<file path="src/rtl/nes_pad_emulator.sv">
// nes_pad_emulator: APB3 peripheral that behaves like a 4021-based NES game
// pad. Software writes an 8-bit button image. The host's latch_in/clk_in
// strobes are synchronised into PCLK. The image is then shifted out on data_out.
module nes_pad_emulator #(
  parameter logic ACTIVE_LOW = 1'b1
) (
  input  logic        PCLK,
  input  logic        PRESET,
  input  logic        PSEL,
  input  logic        PENABLE,
  input  logic        PWRITE,
  input  logic [7:0]  PADDR,
  input  logic [31:0] PWDATA,
  output logic [31:0] PRDATA,
  output logic        PREADY,
  output logic        PSLVERR,
  input  logic        latch_in,
  input  logic        clk_in,
  output logic        data_out
);

  localparam logic [7:0] ADDR_BUTTONS = 8'h00;
  localparam logic [7:0] ADDR_STATUS  = 8'h04;
  localparam logic [7:0] ADDR_CTRL    = 8'h08;
  localparam logic [3:0] IDX_DONE     = 4'd8;

  // Software-visible registers
  logic [7:0]  buttons_q, buttons_d;
  logic        en_q, en_d;
  logic        fill_q, fill_d;

  // Host strobe synchronisers: s1/s2 resynchronise, s3 is the edge reference
  logic        latch_s1_q, latch_s2_q, latch_s3_q;
  logic        clk_s1_q, clk_s2_q, clk_s3_q;

  // Shift engine state
  logic [7:0]  shift_q, shift_d;
  logic [3:0]  bit_idx_q, bit_idx_d;
  logic        done_q, done_d;
  logic [15:0] poll_cnt_q, poll_cnt_d;
  logic        data_out_q, data_out_d;

  logic        apb_wr;
  logic        latch_fall;
  logic        clk_rise;
  logic        logic_bit;

  // Only the low byte of PWDATA carries register content
  logic        unused_pwdata;
  assign unused_pwdata = ^PWDATA[31:8];

  // Maps the logical (1 = pressed) bit onto the wire level
  function automatic logic pad_level(input logic b);
    return ACTIVE_LOW ? ~b : b;
  endfunction

  assign PREADY   = 1'b1;
  assign PSLVERR  = 1'b0;
  assign data_out = data_out_q;

  assign apb_wr     = PSEL & PENABLE & PWRITE;
  assign latch_fall = latch_s3_q & ~latch_s2_q;
  assign clk_rise   = clk_s2_q & ~clk_s3_q;

  // APB register write decode
  always_comb begin
    buttons_d = buttons_q;
    en_d      = en_q;
    fill_d    = fill_q;
    if (apb_wr) begin
      if (PADDR == ADDR_BUTTONS) begin
        buttons_d = PWDATA[7:0];
      end
      if (PADDR == ADDR_CTRL) begin
        en_d   = PWDATA[0];
        fill_d = PWDATA[1];
      end
    end
  end

  // Shift engine next state: latch-high load dominates, then clock shifts
  always_comb begin
    shift_d    = shift_q;
    bit_idx_d  = bit_idx_q;
    done_d     = done_q;
    poll_cnt_d = poll_cnt_q;
    if (latch_fall) begin
      poll_cnt_d = poll_cnt_q + 16'd1;
    end
    if (latch_s2_q) begin
      // Parallel-load mode: transparent to the current button image
      shift_d   = buttons_q;
      bit_idx_d = 4'd0;
      done_d    = 1'b0;
    end else if (clk_rise && !latch_fall && (bit_idx_q < IDX_DONE)) begin
      // A clock edge coinciding with the latch release is dropped
      shift_d   = {fill_q, shift_q[7:1]};
      bit_idx_d = bit_idx_q + 4'd1;
      if (bit_idx_q == 4'd7) begin
        done_d = 1'b1;
      end
    end
  end

  // Serial output level: not-pressed while disabled, fill once exhausted
  always_comb begin
    logic_bit  = en_q & ((bit_idx_q == IDX_DONE) ? fill_q : shift_q[0]);
    data_out_d = pad_level(logic_bit);
  end

  // APB read-back mux; unmapped addresses read as zero
  always_comb begin
    PRDATA = 32'd0;
    case (PADDR)
      ADDR_BUTTONS: PRDATA = {24'd0, buttons_q};
      ADDR_STATUS:  PRDATA = {11'd0, done_q, bit_idx_q, poll_cnt_q};
      ADDR_CTRL:    PRDATA = {30'd0, fill_q, en_q};
      default:      PRDATA = 32'd0;
    endcase
  end

  // Two-flop synchronisers plus edge-reference flop for both host strobes
  always_ff @(posedge PCLK) begin
    if (PRESET) begin
      latch_s1_q <= 1'b0;
      latch_s2_q <= 1'b0;
      latch_s3_q <= 1'b0;
      clk_s1_q   <= 1'b0;
      clk_s2_q   <= 1'b0;
      clk_s3_q   <= 1'b0;
    end else begin
      latch_s1_q <= latch_in;
      latch_s2_q <= latch_s1_q;
      latch_s3_q <= latch_s2_q;
      clk_s1_q   <= clk_in;
      clk_s2_q   <= clk_s1_q;
      clk_s3_q   <= clk_s2_q;
    end
  end

  // Register, shift engine and output register update
  always_ff @(posedge PCLK) begin
    if (PRESET) begin
      buttons_q  <= 8'h00;
      en_q       <= 1'b0;
      fill_q     <= 1'b1;
      shift_q    <= 8'h00;
      bit_idx_q  <= IDX_DONE;
      done_q     <= 1'b0;
      poll_cnt_q <= 16'd0;
      data_out_q <= pad_level(1'b0);
    end else begin
      buttons_q  <= buttons_d;
      en_q       <= en_d;
      fill_q     <= fill_d;
      shift_q    <= shift_d;
      bit_idx_q  <= bit_idx_d;
      done_q     <= done_d;
      poll_cnt_q <= poll_cnt_d;
      data_out_q <= data_out_d;
    end
  end

endmodule

</file>
<file path="config.mk">
export PLATFORM = sky130hd
export DESIGN_NAME = nes_pad_emulator
export DESIGN_NICKNAME = d
export VERILOG_FILES = /design/src/rtl/nes_pad_emulator.sv
export SDC_FILE = /design/constraint.sdc
export NUM_CORES = 1
export LEC_CHECK = 0
export ABC_AREA = 0
export CAP_MARGIN = 20
export CORE_UTILIZATION = 40
export CTS_CLUSTER_SIZE = 12
export DETAILED_ROUTE_END_ITERATION = 6
export GPL_TIMING_DRIVEN = 0
export PLACE_DENSITY = 0.76
export SLEW_MARGIN = 0
export SYNTH_ARGS = -nofsm -noshare
export SYNTH_HDL_FRONTEND = slang
export SYNTH_SLANG_ARGS = --single-unit
</file>
<file path="constraint.sdc">
create_clock -name PCLK -period 1.6 [get_ports PCLK]
set_input_delay 0.16 -clock PCLK [delete_from_list [all_inputs] [get_ports PCLK]]
set_output_delay 0.16 -clock PCLK [all_outputs]
set_load 0.05 [all_outputs]
</file>
After elaboration in Yosys (flattened, before gate mapping)

Cells that the tools add are included.

Word-level logic and storage cells: 45
Register bits after elaboration: 46

Bitwise logic cells: 8
Eq/ne operators: 4
Reduce and logical (&&, ||, !) cells: 9
$lt $le $gt $ge: 1
Muxes and demuxes: 6
Add/sub/neg operators: 2

Operators by type and width:

| operator                                          | count |
|---|---|
| case mux 21 bit (3 select lines)                  | 1 |
| adder 16 x 1 -> 16 bit, second input constant     | 1 |
| two-way mux 8 bit                                 | 2 |
| == test 8 x 3 -> 1 bit, second input constant     | 1 |
| == test 8 x 4 -> 1 bit, second input constant     | 1 |
| logical NOT 8 bit                                 | 1 |
| two-way mux 4 bit                                 | 2 |
| AND reduction 2 bit                               | 3 |
| AND 1 bit                                         | 5 |
| adder 4 x 1 -> 4 bit, second input constant       | 1 |
| == test 4 x 3 -> 1 bit, second input constant     | 1 |
| == test 4 bit, second input constant              | 1 |
| less-than comparator 4 bit, second input constant | 1 |
| inverter 1 bit                                    | 3 |
| logical AND 1 bit                                 | 2 |
| nonzero test 2 bit                                | 1 |
| OR reduction 2 bit                                | 1 |
| logical NOT 1 bit                                 | 1 |
| two-way mux 1 bit                                 | 1 |

Logic depth before layout (Yosys ltp)

Depth in word-level cells: 7
Mapped depth: 6
Gate-level depth less buffers: 5

Worst setup path before layout

No wires, ideal clock.

Path type: input-to-output
Start point: in PADDR[1]
End point: out PRDATA[2]
Setup slack: -0.100 ns
Buffers on the path: 0
Arrival time: 1.540 ns
Stages on the path: 4
Data required time: 1.440 ns
Cells stage by stage: nor4_2 nand2_1 nor3_1 a22o_1

Cells in the longest elaborated chain, start to end: 2
Elaborated cells on any way between the ends: 4
Classes of those cells: 2 x eq/ne; 1 x mux; 1 x reduce/logical

RTL lines:

| what                                                 | line | RTL |
|---|---|---|
| from (decl)                                          | 12   | `input logic [7:0] PADDR,` |
| == test 8 x 4 -> 1 bit, or another cell as far along | 114  | `case (PADDR)` |
| case mux 21 bit (3 select lines) (*)                 | 114  |  |
| to (decl)                                            | 14   | `output logic [31:0] PRDATA,` |

Mark *: on every way between the ends. The rest lies on a longest branch, timed or not.

Worst setup path in the final report

Start point: reg latch_s2_q
End point: reg poll_cnt_q[14]

Cells in the longest elaborated chain, start to end: 2

RTL lines:

| what                   | line | RTL |
|---|---|---|
| from (decl)            | 33   | `logic latch_s1_q, latch_s2_q, latch_s3_q;` |
| from (signal assigned) | 133  | `latch_s2_q <= latch_s1_q;` |
| inverter 1 bit         | 62   | `assign latch_fall = latch_s3_q & ~latch_s2_q;` |
| AND 1 bit              | 62   |  |
| to (signal assigned)   | 159  | `poll_cnt_q <= poll_cnt_d;` |
| to (decl)              | 40   | `logic [15:0] poll_cnt_q, poll_cnt_d;` |

No other way between the ends.
A chain may end at the register's enable or synchronous reset.

==> summary.md <==
| Metric | Value |
|---|---|
| Die extent in x | `77.1 um` |
| Core area | `0.00527 mm^2` |
| Critical Path AT | `1.76 ns` |
| Req. time, crit path | `1.80 ns` |
| Setup_tns | `0 ns` |
| Clk buf depth | `2` |
| Maximum clock frequency | `0.640 GHz` |
| Maximum fanout along the worst path | `6` |
| P_sw | `0.559 mW` |
| Sequential Power Share | `55.0%` |
| Share of the yosys chip area belonging to registers | `40.8%` |
| CTS tree | `yes` |
| CP Class | `reg2reg` |
| CP startpoint kind | `flip-flop` |
| Gr ovfl total | `0` |
| Detailed Route Iter0 Violations | `70` |
| Post-DR wirelength/cell | `13.2 um` |
| IR drop worst, VDD | `0.000537 V` |
| Period utilization | `97.7%` |
| TritonRoute pass-1 iters | `4` |
| Final Hold Fails | `0` |
| Layout net count | `375` |
| Int Power | `1.57 mW` |
| Lkg Pwr | `1.35 nW` |
| Mean Syn Cell Area | `9.11 um^2` |
| Final core occ | `59.9%` |
| Cell area after synthesis | `0.00226 mm^2` |
| Initial Utilization | `42.9%` |
| Reg clk slew, reported paths | `0.09 ns` |
| Switching part of the total power | `26.3%` |
| DRC | `0` |
| Post-synth ARST share | `0%` |
| Storage cell area | `936 um^2` |
| Power Dens Cells | `675 mW/mm^2` |
| Clk root buf | `clkbuf_8` |
| PortBufs | `44` |
| Top delay family on crit path | `simple AND/OR/NAND/NOR gates` |
| Hold-fix buffers, CTS | `0` |
| Htree depth | `2` |
| Critical-path cell list | `nand4b_4 -> or3_4 -> nor3b_2 -> mux2_4` |
| Largest net degree at the start of global routing | `16` |
| # IOs | `82` |
| Clk_lat worst skew | `0.30 ns` |
| Clock sinks | `46` |
| Synth warn | `0` |
| Clock skew | `0.00507 ns` |
| CP peak stage delay | `0.40 ns` |
| Yosys cell types | `41` |
| CP Buf/Inv Count | `0` |
| CP Capture Type | `flip-flop` |
| Unrepaired setup endpoints after global routing | `yes` |
| Routed vias | `1911` |
| Synth Flop Type | `dfxtp_1` |
| Die height | `77.1 um` |
| Share of cells above drive strength 1 | `33.4%` |
| Fillers | `491` |
| Initial antenna violation count | `0` |
| Detail Placement HPWL | `3560 um` |
| Final min period | `1.56 ns` |
| Outcome | `finished, final reports clean` |
| Gate Count Post-Synth | `248` |
| # diodes | `0` |
| Global-route wire length before repair | `8650 um` |
| Slew Viols, Final | `0` |
| Total wire length | `5210 um` |
| Number of synthesized flops with an enable pin | `0` |
| Flops & latches, synth | `46` |
| Placed Area | `0.00286 mm^2` |
| Clock share of power | `33.3%` |
| Total GRT Usage | `18.4%` |
| Slowest-stage cell, CP | `or3_4` |
| Multi-input gate area | `0.00130 mm^2` |
| Hold Crit Class | `in2reg` |
| Die ar. | `0.00595 mm^2` |
| Vias in the first global route | `1845` |
| Number of vias per cell | `4.83` |
| Final setup fails | `0` |
| DRT antenna net count | `0` |
| Comb power frac | `11.6%` |
| Final instance area | `0.00316 mm^2` |
| GPL Wtd Cong | `0.770` |
| CTS Buf Count | `5` |
| Max-cap violations | `0` |
| Row count | `26` |
| Area delta synth->final | `39.8%` |
[worst register-to-register path, delay by kind of cell (launching register included)]
| family | cells | cell delay (ns) |
|---|---|---|
| flops | 1 | 0.38 |
| mux | 1 | 0.31 |
| simple gates | 3 | 0.78 |
[layout by cell type (no fill, tap or decap), types with 4 or more instances in the layout]
| master | n |
|---|---|
| mux2i_1 | 21 |
| dfxtp_1 | 40 |
| buf_6 | 15 |
| nor2_1 | 40 |
| clkdlybuf4s50_1 | 15 |
| a22o_2 | 6 |
| and2_2 | 10 |
| a211oi_1 | 9 |
| nand4_1 | 5 |
| nand2_1 | 4 |
| nor2b_1 | 9 |
| inv_1 | 8 |
| buf_2 | 9 |
| conb_1 | 13 |
| xnor2_1 | 10 |
| buf_4 | 27 |
| buf_8 | 6 |
| nor3_1 | 7 |
| clkbuf_8 | 5 |
[routing by layer]
| metal | GRT usage (%) | part of all wire, % |
|---|---|---|
| met2 | 30.4 | 46 |
| met3 | 3.69 | 5.5 |
| met1 | 23.3 | 47 |
| met5 | 0 | 0 |
| met4 | 7.36 | 1.3 |
[repair_timing]
item | 4_1_cts | 5_1_grt
cloned | 2 | 0
endpoints found under the setup margin | 29 | 26
setup buffers | 9 | 4
pin swaps | 10 | 6
resized for setup | 181 | 15
[synthesized netlist by cell type, types with 2 or more instances]
cell type / number / share of area (%)
a211oi_1: 9 / 3.0
conb_1: 2 / 0.33
inv_1: 8 / 1.3
nor2b_1: 10 / 2.8
a21oi_1: 3 / 0.66
nor2_1: 41 / 6.8
clkbuf_1: 4 / 0.66
xnor2_1: 10 / 3.9
and3_1: 2 / 0.55
nand4_1: 5 / 1.4
nand2_1: 6 / 1.0
ha_1: 3 / 1.7
mux2_2: 3 / 1.5
mux2i_1: 21 / 9.3
xor2_1: 3 / 1.2
nor4_1: 4 / 1.1
dfxtp_1: 46 / 41
nand2b_1: 2 / 0.55
buf_2: 2 / 0.44
and2_1: 13 / 3.6
buf_1: 3 / 0.50
a22o_1: 6 / 2.3
nor3_1: 9 / 2.0
nand3b_1: 2 / 0.66
nand3_1: 2 / 0.44
buf_4: 14 / 4.7
[kinds of logic after synthesis]
logic type | synth area share (%)
other cells | 0.333
compound gates | 7.81
fa+ha+maj | 1.66
mux | 10.8
flops | 40.8
simple gates | 25.8
buf+inv | 7.76
xor+xnor | 5.04
[worst paths after layout]
path | startpoint | to | slack (ns) | depth (start not counted)
setup / recovery | latch_s2_q | poll_cnt_q[14] | 0.04 | 4
hold / removal | clk_in | clk_s1_q | 0.42 | 2
setup reg to reg | latch_s2_q | poll_cnt_q[14] | 0.04 | 4
hold reg to reg | latch_s1_q | latch_s2_q | 0.45 | 1
[power groups by stage]
stage	clock network, mW	registers, mW	logic [mW]
floorplan	0	1.20	0.156
global placement	0	1.20	0.230
detailed placement	0	1.20	0.233
CTS	0.729	1.17	0.244
global route	0.780	1.17	0.265
finish	0.710	1.17	0.248
[layout make-up]
class / instances / area share (%)
Buffer: 23 / 5.03
Clock buffer: 5 / 2.18
Clock inverter: 3 / 0.674
Inverter: 9 / 1.07
Multi-Input combinational cell: 181 / 41.1
Sequential cell: 46 / 29.6
Tap cell: 70 / 2.77
Timing Repair Buffer: 59 / 17.6
[metrics by stage]
step           hold slack [ns]  total power [mW]  std cells  setup slack, ns
2_1_floorplan            0.278              1.36        259           0.0211
3_3_place_gp             0.421              1.43        373            -1.31
3_5_place_dp             0.429              1.44        373            -1.38
4_1_cts                  0.416              2.15        392          0.00261
5_1_grt                  0.415              2.22        396         -0.00417
6_report                 0.417              2.13        396           0.0371
[sequential cells by signal, summed over array words and instances (netlist names)]
register	count
clk_s1_q	1
latch_s3_q	1
latch_s2_q	1
shift_q	8
done_q	1
bit_idx_q	4
latch_s1_q	1
clk_s2_q	1
poll_cnt_q	16
en_q	1
fill_q	1
clk_s3_q	1
data_out	1
buttons_q	8
No activity file was read; power rests on OpenSTA's default activity.
